## src/rtl/sdram_arbiter_pkg.sv

```systemverilog
// sdram_arbiter_pkg: shared types and constants for the two-port SDRAM
// request arbiter.
//   state_e    - arbiter FSM encoding (IDLE=0, BUSY=1, DONE=2)
//   port_idx_t - index of a requesting port (0 or 1)
//   ADDR_W / DATA_W / STRB_W - request field widths
package sdram_arbiter_pkg;

  localparam int unsigned ADDR_W = 32;
  localparam int unsigned DATA_W = 32;
  localparam int unsigned STRB_W = 4;

  typedef enum logic [1:0] {
    ST_IDLE = 2'd0,
    ST_BUSY = 2'd1,
    ST_DONE = 2'd2
  } state_e;

  typedef logic port_idx_t;

endpackage

```

## src/rtl/sdram_arbiter.sv

```systemverilog
// sdram_arbiter: two-port round-robin arbiter in front of the SDRAM
// controller's single request port. The granted request is registered and
// held for the controller's multi-cycle access. The one-cycle completion
// pulse and read data are then returned to the winning port.
//   clk, rst_n                 - clock, synchronous active-low reset
//   sN_valid/addr/wdata/wstrb  - port N request (wstrb == 0 is a read)
//   sN_ready/sN_rdata          - port N completion pulse and read data
//   m_valid/addr/wdata/wstrb   - registered request to the controller
//   m_ready/m_rdata            - controller completion pulse and read data
// All outputs come straight from flops.
module sdram_arbiter
  import sdram_arbiter_pkg::*;
(
  input  logic              clk,
  input  logic              rst_n,
  input  logic              s0_valid,
  output logic              s0_ready,
  input  logic [ADDR_W-1:0] s0_addr,
  input  logic [DATA_W-1:0] s0_wdata,
  input  logic [STRB_W-1:0] s0_wstrb,
  output logic [DATA_W-1:0] s0_rdata,
  input  logic              s1_valid,
  output logic              s1_ready,
  input  logic [ADDR_W-1:0] s1_addr,
  input  logic [DATA_W-1:0] s1_wdata,
  input  logic [STRB_W-1:0] s1_wstrb,
  output logic [DATA_W-1:0] s1_rdata,
  output logic              m_valid,
  input  logic              m_ready,
  output logic [ADDR_W-1:0] m_addr,
  output logic [DATA_W-1:0] m_wdata,
  output logic [STRB_W-1:0] m_wstrb,
  input  logic [DATA_W-1:0] m_rdata
);

  state_e              state_q, state_d;
  port_idx_t           grant_q, grant_d;
  port_idx_t           last_q, last_d;
  port_idx_t           winner;
  logic                m_valid_q, m_valid_d;
  logic [ADDR_W-1:0]   m_addr_q, m_addr_d;
  logic [DATA_W-1:0]   m_wdata_q, m_wdata_d;
  logic [STRB_W-1:0]   m_wstrb_q, m_wstrb_d;
  logic                s0_ready_q, s0_ready_d;
  logic                s1_ready_q, s1_ready_d;
  logic [DATA_W-1:0]   s0_rdata_q, s0_rdata_d;
  logic [DATA_W-1:0]   s1_rdata_q, s1_rdata_d;

  // A lone requester wins outright; on contention the port that was not
  // granted last time wins.
  always_comb begin
    if (s0_valid && s1_valid) begin
      winner = ~last_q;
    end else begin
      winner = s1_valid;
    end
  end

  // State register
  always_ff @(posedge clk) begin
    if (!rst_n) begin
      state_q <= ST_IDLE;
    end else begin
      state_q <= state_d;
    end
  end

  // Next-state logic. DONE is an unconditional bubble so the master can drop
  // its valid before IDLE samples it again.
  always_comb begin
    state_d = state_q;
    unique case (state_q)
      ST_IDLE: if (s0_valid || s1_valid) state_d = ST_BUSY;
      ST_BUSY: if (m_ready) state_d = ST_DONE;
      ST_DONE: state_d = ST_IDLE;
      default: state_d = ST_IDLE;
    endcase
  end

  // Output logic: next values for the registered outputs.
  always_comb begin
    grant_d    = grant_q;
    last_d     = last_q;
    m_valid_d  = m_valid_q;
    m_addr_d   = m_addr_q;
    m_wdata_d  = m_wdata_q;
    m_wstrb_d  = m_wstrb_q;
    s0_ready_d = s0_ready_q;
    s1_ready_d = s1_ready_q;
    s0_rdata_d = s0_rdata_q;
    s1_rdata_d = s1_rdata_q;
    unique case (state_q)
      ST_IDLE: begin
        if (s0_valid || s1_valid) begin
          grant_d   = winner;
          last_d    = winner;
          m_valid_d = 1'b1;
          m_addr_d  = winner ? s1_addr  : s0_addr;
          m_wdata_d = winner ? s1_wdata : s0_wdata;
          m_wstrb_d = winner ? s1_wstrb : s0_wstrb;
        end
      end
      ST_BUSY: begin
        // Completion is returned even if the master dropped valid meanwhile.
        if (m_ready) begin
          m_valid_d = 1'b0;
          if (grant_q) begin
            s1_ready_d = 1'b1;
            s1_rdata_d = m_rdata;
          end else begin
            s0_ready_d = 1'b1;
            s0_rdata_d = m_rdata;
          end
        end
      end
      ST_DONE: begin
        s0_ready_d = 1'b0;
        s1_ready_d = 1'b0;
      end
      default: ;
    endcase
  end

  always_ff @(posedge clk) begin
    if (!rst_n) begin
      grant_q    <= 1'b0;
      last_q     <= 1'b1;
      m_valid_q  <= 1'b0;
      m_addr_q   <= '0;
      m_wdata_q  <= '0;
      m_wstrb_q  <= '0;
      s0_ready_q <= 1'b0;
      s1_ready_q <= 1'b0;
      s0_rdata_q <= '0;
      s1_rdata_q <= '0;
    end else begin
      grant_q    <= grant_d;
      last_q     <= last_d;
      m_valid_q  <= m_valid_d;
      m_addr_q   <= m_addr_d;
      m_wdata_q  <= m_wdata_d;
      m_wstrb_q  <= m_wstrb_d;
      s0_ready_q <= s0_ready_d;
      s1_ready_q <= s1_ready_d;
      s0_rdata_q <= s0_rdata_d;
      s1_rdata_q <= s1_rdata_d;
    end
  end

  assign m_valid  = m_valid_q;
  assign m_addr   = m_addr_q;
  assign m_wdata  = m_wdata_q;
  assign m_wstrb  = m_wstrb_q;
  assign s0_ready = s0_ready_q;
  assign s1_ready = s1_ready_q;
  assign s0_rdata = s0_rdata_q;
  assign s1_rdata = s1_rdata_q;

endmodule

```

## config.mk

```make
export PLATFORM = sky130hd
export DESIGN_NAME = sdram_arbiter
export DESIGN_NICKNAME = d
export VERILOG_FILES = /design/src/rtl/sdram_arbiter_pkg.sv /design/src/rtl/sdram_arbiter.sv
export SDC_FILE = /design/constraint.sdc
export NUM_CORES = 1
export LEC_CHECK = 0
export BUFFER_PORTS_ARGS = -buffer_cell sky130_fd_sc_hd__buf_4
export CAP_MARGIN = 40
export CORE_AREA = 3 3 120 122
export CTS_CLUSTER_DIAMETER = 50
export DETAILED_ROUTE_END_ITERATION = 10
export DIE_AREA = 0 0 123 125
export PLACE_DENSITY_LB_ADDON = 0.05
export SETUP_SLACK_MARGIN = 0.4
export SYNTH_ARGS = -nofsm -noshare
export SYNTH_HDL_FRONTEND = slang
export SYNTH_SLANG_ARGS = --single-unit
```

## constraint.sdc

```tcl
create_clock -name clk -period 1.5 [get_ports clk]
set_input_delay 0.3 -clock clk [delete_from_list [all_inputs] [get_ports clk]]
set_output_delay 0.3 -clock clk [all_outputs]
set_load 0.05 [all_outputs]
```

==> results.toml, run 1 <==
[clock_network]
clk_pin_slew_ps = 60
cts_tree = "yes"
cts.htree.levels = 4
cts_max_path_buffers = 2
cts.sinks = 139
clk_latency_ps = 430
clockRootBuffer = "clkbuf_16"
hold_buffers = 0
cts_made_buffers = 17

[die]
core_um2 = 13300
die_area_um2 = 15380
fp-row-count = 42
dieWidth_um = 123
ios = 308
start_util_pct = 42.38
fp.dieH_um = 125

[layout]
nets = 1228
drive_gt1_share_pct = 59.55
fillers = 677
multiInputGateArea_um2 = 2784
seq_area_um2 = 2965
area_delta_synth_final_pct = 99.80
n_antenna_cell = 0
final_area_um2 = 11260
post-route-util_pct = 84.67

[sta]
fin_crit_ps = 1366
whs_ps = 105.3
rsz0062_at_grt = "yes"
max_freq_ghz = 0.7319
fin_crit_sh_pct = 91.09
setup_viol = 0
timing.final.max_slew_violations = 0
maxSlewHeadroom_pct = 63.23
finClkSkew_ps = 12.58
hold_viol_final = 0
tns_ps = 0
setup_slack_ps = 133.6
worst_slew_pin_slew_ps = 551.5

[critical_path]
startpoint_type = "flip-flop"
cp.arrival_ps = 1690
critPathLaunch = "state_q[1]"
reg2reg_from = "state_q[1]"
cp.required_ps = 1830
end_kind = "flip-flop"
crit_type = "reg2reg"
path_max_fanout = 14

[logic_synthesis]
synth_compound_area_share_pct = 23.38
synth_top_family_by_area = "compound AO/OA/AOI/OAI gates"
synth-warning-count = 0
synth_fa_ha_area_share_pct = 0
synth_nets = 875
yosysSeqAreaShare_pct = 49.39
synth_mux_area_share_pct = 0
synth-xor-area-share_pct = 0
ys_types = 26
netlist_area_um2 = 5634
synth_seq_cells = 139
avgSynthCellArea_um2 = 8.026
synth_simple_gate_area_share_pct = 20.70
synth_cells = 702

[global_route]
grt_pass1_vias = 6611
antenna_found_initial = 0
grt_use_total_pct = 28.38
overflow = 0
grt_pass1_wl_mm = 34.40
grt_start_max_net_pins = 131

[pwr]
p_leak_nw = 4.799
max-vdd-ir-drop_mv = 0.9653
cellPowerDensity_nw_per_um2 = 1117

[min_path]
hold_class = "in2reg"
worstHoldStart = "m_rdata[4]"

[drt]
drc = 0
wl_mm = 26.15
num_vias = 7020
first_iter_violations = 756
wl_per_cell_um = 21.02
drtAntennaViolNets = 0
firstDrtPassIters = 6
vias_per_cell = 5.643

[placed_design]
hpwl_mm = 13.62
portBuffers = 307
placed_area_um2 = 8138
post-place-ws_ps = 81.14
place_congestion = 0.8801

[job]
drv_cap = 0

[outcome]
run_status = "completed"
## synth_stat cells
master      n  area share, %
a21bo_1     1           0.18
a21boi_2    1           0.20
a21oi_1    71            6.3
a22oi_1     1           0.13
a311oi_1   68             11
and4b_1     1           0.18
and4bb_1    1           0.22
buf_1       5           0.33
buf_2      42            3.7
buf_4       4           0.53
buf_6       3           0.60
clkbuf_1   19            1.3
dfxtp_1   139             49
inv_2       1          0.067
nand2_1   200             13
nand2b_1    1           0.11
nand3_1    66            5.9
nand3b_1    1           0.13
nor2_1      6           0.40
nor2_2      1           0.11
nor3b_1     1           0.13
o21a_1      1           0.13
o21ai_0    59            5.2
o21ai_1     7           0.62
or2_1       1           0.11
or2_2       1           0.11
## stage by stage
| step | power (mW) | instances |
|---|---|---|
| floorplan | 5.995 | 702 |
| global placement | 6.987 | 1128 |
| detailed placement | 7.035 | 1128 |
| CTS | 12.18 | 1211 |
| global route | 12.93 | 1244 |
| finish | 12.57 | 1244 |
## metal layers
metal	global-route usage [%]	vias to the layer above	share of wire [%]
li1	-	3201	-
met1	31.85	3316	35
met2	48.60	431	51
met3	10.66	72	10
met4	10.62	0	3.8
met5	0	-	0
## path summary, 6_finish.rpt
kind	slack (ps)	cells past startpoint	endpoint
max	130	5	s0_rdata[30]
min reg2reg	460	2	s0_rdata[6]
min	110	3	s0_rdata[4]
max reg2reg	130	5	s0_rdata[30]
## cell type report
cell class	count	area share [%]
tap	176	1.956
clock buffer	18	3.812
inverter	1	0.03334
sequential	139	26.34
clock inverter	14	1.534
timing repair buffer	407	41.59
multi-input combinational	489	24.73
## cell usage in the layout, fill, tap and decap left out, types with 2 or more instances in the layout
master | netlist | routed
buf_4 | 4 | 229
nand2_1 | 200 | 200
dfxtp_2 | 0 | 134
buf_8 | 0 | 133
a311oi_1 | 68 | 59
a21oi_1 | 71 | 58
nand3_1 | 66 | 47
o21ai_1 | 7 | 39
clkbuf_16 | 0 | 26
o21ai_0 | 59 | 18
nand3_2 | 0 | 16
buf_12 | 0 | 16
a21oi_2 | 0 | 13
buf_16 | 0 | 12
a311oi_2 | 0 | 9
o21ai_2 | 0 | 9
buf_6 | 3 | 8
nor2_1 | 6 | 5
clkinv_4 | 0 | 5
dfxtp_4 | 0 | 4
nand3_4 | 0 | 3
clkinv_2 | 0 | 3
bufinv_16 | 0 | 3
or2_4 | 0 | 2
nor2_4 | 0 | 2
clkinvlp_4 | 0 | 2
## report_power, final
part / total, mW / internal [mW] / switching, mW
clock network: 4.32 / 2.62 / 1.70
registers: 4.31 / 4.04 / 0.273
logic: 3.94 / 1.84 / 2.10
total: 12.6 / 8.50 / 4.07
## kinds of logic after synthesis
family / Yosys count
buffers and inverters: 74
AND/OR/NAND/NOR: 280
flip-flops: 139
AO/OA/AOI/OAI: 209
## critical path, stage by stage, from the launching register on
cell and delay (ps):
dfxtp_4 360, and4bb_4 340, buf_4 150, buf_16 140
nand3_1 100, o21ai_1 180
## sequential cells by signal, summed over array words and instances (netlist names), 2 cells and up
name and flops:
m_addr 32, m_wdata 32, m_wstrb 4, s0_rdata 32
s1_rdata 32, state_q 2
## repair_timing
| item | CTS | global route |
|---|---|---|
| setup endpoints to repair | 265 | 272 |
| resized for setup | 406 | 108 |
| setup buffers | 41 | 20 |
| hold endpoints to repair | 0 | 0 |
| gates cloned | 10 | 13 |
| pin swaps | 9 | 29 |
Note: power is estimated with default switching activity, not from simulation.
==> run 2: changes to the inputs <==
==> constraint.sdc (replaced) <==
create_clock -name clk -period 1.7 [get_ports clk]
set_input_delay 0.34 -clock clk [delete_from_list [all_inputs] [get_ports clk]]
set_output_delay 0.34 -clock clk [all_outputs]
set_load 0.05 [all_outputs]
==> run 2 against run 1 <==
- critical path depth stayed put
- cell area is 11% lower
- core utilization is 9.2 points lower
- sequential share of layout area is 2.7 points higher
- critical path type unchanged
- largest cell class unchanged
==> results.toml, run 2 (synthesized netlist as in run 1, its figures left out) <==
[layout]
mostFrequentLayoutCell = "nand2_1"
final_cell_mix = "199 x nand2_1, 180 x buf_4, 141 x buf_6"
post-route-util_pct = 75.44
multiInputGateArea_um2 = 2636
area_delta_synth_final_pct = 78.01
n_antenna_cell = 0
fillers = 973
nets = 1171
drive_gt1_share_pct = 50.45
seq_area_um2 = 2917

[sta]
maxSlewHeadroom_pct = 73.89
fin_crit_ps = 1380
timing.final.max_slew_violations = 0
finClkSkew_ps = 6.446
rsz0062_at_grt = "yes"
worst_slew_pin_slew_ps = 391.1
max_freq_ghz = 0.7249
fin_crit_sh_pct = 81.15
setup_slack_ps = 320.4
setup_viol = 0
tns_ps = 0
hold_viol_final = 0

[drt]
wl_per_cell_um = 19.83
firstDrtPassIters = 6
drtAntennaViolNets = 0
drc = 0
num_vias = 6658
first_iter_violations = 497
wl_mm = 23.54
vias_per_cell = 5.609

[pwr]
p_leak_nw = 4.283
internal-power_mw = 7.495
swShare_pct = 31.22
cellPowerDensity_nw_per_um2 = 1086
power.share.clock_pct = 37.6
switching_power_mw = 3.402
max-vdd-ir-drop_mv = 0.7525
pwr-share-seq_pct = 34.4
pwr-share-comb_pct = 28.0

[clock_network]
hold_buffers = 0
cts.htree.levels = 4
cts_made_buffers = 17
cts.sinks = 139
cts_max_path_buffers = 2
clk_pin_slew_ps = 60
cts_tree = "yes"
clockRootBuffer = "clkbuf_16"
clk_latency_ps = 410

[critical_path]
critPathLaunch = "state_q[0]"
cp.required_ps = 1990
cp.arrival_ps = 1670
path_max_fanout = 13
startpoint_type = "flip-flop"
reg2reg_from = "state_q[0]"
end_kind = "flip-flop"
crit_type = "reg2reg"

[global_route]
overflow = 0
grt_pass1_vias = 6284
antenna_found_initial = 0
grt_pass1_wl_mm = 31.83
grt_use_total_pct = 26.10
grt_start_max_net_pins = 106

[job]
drv_cap = 0

[die]
dieWidth_um = 123
start_util_pct = 42.38
fp-row-count = 42
die_area_um2 = 15380
ios = 308
core_um2 = 13300
fp.dieH_um = 125

[min_path]
hold_class = "in2reg"
worstHoldStart = "m_rdata[19]"

[placed_design]
post-place-ws_ps = 209.6
hpwl_mm = 13.50
portBuffers = 307
place_congestion = 0.8152

[outcome]
run_status = "completed"
## run 2: worst paths after layout
kind / endpoint / slack, ps / cells after the start
worst max-delay path: m_wstrb[1] / 320 / 5
worst min-delay path: s0_rdata[19] / 150 / 3
worst max register to register: m_wstrb[1] / 320 / 5
worst min register to register: s0_rdata[29] / 460 / 2
## run 2: worst max-delay path: stages, from the launching register on
cell	delay, ps
dfxtp_4	370
or2_4	280
nor2_4	170
buf_12	160
clkbuf_16	180
a311oi_1	100
## run 2: through the flow
| step | cells | instance area, um^2 | hold WS, ps | total power [mW] |
|---|---|---|---|---|
| 6_report | 1187 | 10030 | 148.6 | 10.90 |
| 5_1_grt | 1187 | 10030 | 154.7 | 11.21 |
| 2_1_floorplan | 702 | 5634 | 458.7 | 5.224 |
| 4_1_cts | 1165 | 9319 | 136.8 | 10.53 |
| 3_5_place_dp | 1127 | 8066 | 443.7 | 6.160 |
| 3_3_place_gp | 1127 | 8066 | 439.4 | 6.128 |
## run 2: final cells by class
type | instances | share of cell area, %
timing repair buffer | 350 | 35.92
sequential | 139 | 29.08
multi-input combinational | 489 | 26.28
clock buffer | 20 | 4.553
tap | 176 | 2.196
clock inverter | 12 | 1.934
inverter | 1 | 0.03743
## run 2: power by group through the flow
stage / logic, mW / clock network, mW / registers, mW
after global placement: 2.42 / 0 / 3.71
after detailed placement: 2.44 / 0 / 3.72
after global routing: 3.18 / 4.25 / 3.78
final: 3.05 / 4.10 / 3.75
after CTS: 2.71 / 4.11 / 3.71
after floorplan: 0.691 / 0 / 4.53
## run 2: per-layer routing
| layer | GRT usage (%) | part of all wire, % |
|---|---|---|
| met4 | 11.79 | 3.5 |
| met3 | 9.259 | 9.5 |
| met2 | 45.45 | 51 |
| met1 | 28.10 | 36 |
| met5 | 0 | 0 |
## run 2: timing repair
item,4_1_cts,5_1_grt
resized for setup,147,122
cloned,4,15
endpoints found under the setup margin,206,199
pin swaps,1,6
buffers inserted,2,7
==> run 3: changes to the inputs <==
==> constraint.sdc (replaced) <==
create_clock -name clk -period 1.45 [get_ports clk]
set_input_delay 0.29 -clock clk [delete_from_list [all_inputs] [get_ports clk]]
set_output_delay 0.29 -clock clk [all_outputs]
set_load 0.05 [all_outputs]
==> run 3 against run 2 <==
- critical path depth grew 1
- worst setup slack got worse by 340 ps
- sequential power up 19%
- global-route usage rose by 3.2 points
- clock-buffer cell count unchanged
- via count increased by 8.3%
- the flow now finishes with violations (setup timing)
- fmax fell by 5.9%
- largest power group unchanged
- register-to-register slack worse by 340 ps
- die area stayed put
- clock skew up 1.2 ps
- core utilization is 12 points higher
==> results.toml, run 3 (synthesized netlist as in run 1, its figures left out) <==
[outcome]
run_status = "finished with violations"
violations = "setup timing"

[clock_network]
hold_buffers = 0
clockRootBuffer = "clkbuf_16"
cts_max_path_buffers = 2
clk_latency_ps = 420
cts.sinks = 139
cts_made_buffers = 17
clk_pin_slew_ps = 60
cts_tree = "yes"
cts.htree.levels = 4

[critical_path]
startpoint_type = "flip-flop"
cp_cell_sequence = "a21boi_4, buf_12, buf_8, clkbuf_16, nand2_4, a311oi_2"
crit_type = "reg2reg"
crit_path_top_delay_cell = "dfxtp_4"
end_kind = "flip-flop"
cp.arrival_ps = 1770
cp.required_ps = 1760
max_stage_delay_ps = 370
path_max_fanout = 8

[layout]
nets = 1238
mostFrequentLayoutCell = "buf_4"
area_delta_synth_final_pct = 107.1
drive_gt1_share_pct = 63.70
final_cell_mix = "227 x buf_4, 196 x nand2_1, 135 x buf_8"

[global_route]
grt_pass1_vias = 6746
antenna_found_initial = 1
overflow = 0
grt_pass1_wl_mm = 35.25
grt_use_total_pct = 29.26
grt_start_max_net_pins = 74

[sta]
tns_ps = -16.33
setup_slack_ps = -16.33
fin_crit_ps = 1466
setup_viol = 1
maxSlewHeadroom_pct = 73.30
hold_viol_final = 0
fin_crit_sh_pct = 101.1
finClkSkew_ps = 7.675
timing.final.max_slew_violations = 0
max_freq_ghz = 0.6820
whs_ps = 94.70
worst_slew_pin_slew_ps = 400.4
rsz0062_at_grt = "yes"

[drt]
firstDrtPassIters = 6
num_vias = 7209
wl_mm = 28.04
vias_per_cell = 5.749
first_iter_violations = 644
drc = 0
wl_per_cell_um = 22.36
drtAntennaViolNets = 0

[placed_design]
place_congestion = 0.7944
portBuffers = 307
post-place-ws_ps = 39.01
hpwl_mm = 14.38

[pwr]
cellPowerDensity_nw_per_um2 = 1148
p_leak_nw = 4.955
max-vdd-ir-drop_mv = 0.8561

[die]
dieWidth_um = 123
fp-row-count = 42
fp.dieH_um = 125
start_util_pct = 42.38
core_um2 = 13300
ios = 308
die_area_um2 = 15380

[min_path]
hold_class = "in2reg"

[job]
drv_cap = 0
## run 3: changes by cell type in the layout (fill, tap and decap cells not counted), moves of 14 or more
cell	delta
dfxtp_1	-35
buf_8	+135
buf_6	-128
o21ai_1	+19
dfxtp_2	+33
a21oi_1	-15
o21ai_2	+26
o21ai_0	-45
nand3_1	-38
nand3_2	+34
a21oi_2	+14
buf_4	+47
## run 3: path summary, 6_finish.rpt
path | end | cells past startpoint | slack (ps) | start
setup / recovery | m_wdata[4] | 6 | -20 | last_q
hold reg to reg | s1_rdata[9] | 2 | 460 | s1_rdata[9]
hold / removal | s0_rdata[31] | 3 | 90 | m_rdata[31]
setup reg to reg | m_wdata[4] | 6 | -20 | last_q
## run 3: stage by stage
step                      std cells  area (um^2)  util [%]  power, mW
after global placement         1133         8402     63.19      7.305
after detailed placement       1133         8402     63.19      7.363
after CTS                      1204        10680     80.30      12.76
after global routing           1254        11670     87.78      13.77
final                          1254        11670     87.78      13.40
after floorplan                 702         6072         -      6.264
## run 3: worst max-delay path: cells and delay by family, from the launching register on
kind                   cells  cell delay [ps]
AO/OA/AOI/OAI              2              500
buffers and inverters      3              430
flip-flops                 1              370
AND/OR/NAND/NOR            1               50
## run 3: routing by layer
metal	global-route usage, %	vias to the layer above	routed length, um
li1	-	3212	-
met3	9.169	107	2500
met5	0	-	0
met4	12.38	0	1498
met1	31.63	3452	9369
met2	52.07	438	14670
## run 3: cell type report
cell class	count	area [um^2]
Fill cell	630	1625
Sequential cell	139	2965
Clock buffer	20	466.7
Inverter	1	3.754
Clock inverter	11	167.7
Tap cell	176	220.2
Antenna cell	1	2.502
Multi-Input combinational cell	489	2980
Timing Repair Buffer	417	4863
## run 3: timing repair
item                                    in CTS  in global routing
buffers inserted                            31                 31
pin swaps                                   16                 51
resized for setup                          389                 93
gates cloned                                 9                 18
endpoints found under the setup margin     273                273
## run 3: power breakdown
group	total [mW]	switching [mW]	internal, mW
combinational	4.23	2.27	1.97
sequential	4.47	0.289	4.18
clock	4.70	1.70	3.00
total	13.4	4.25	9.15
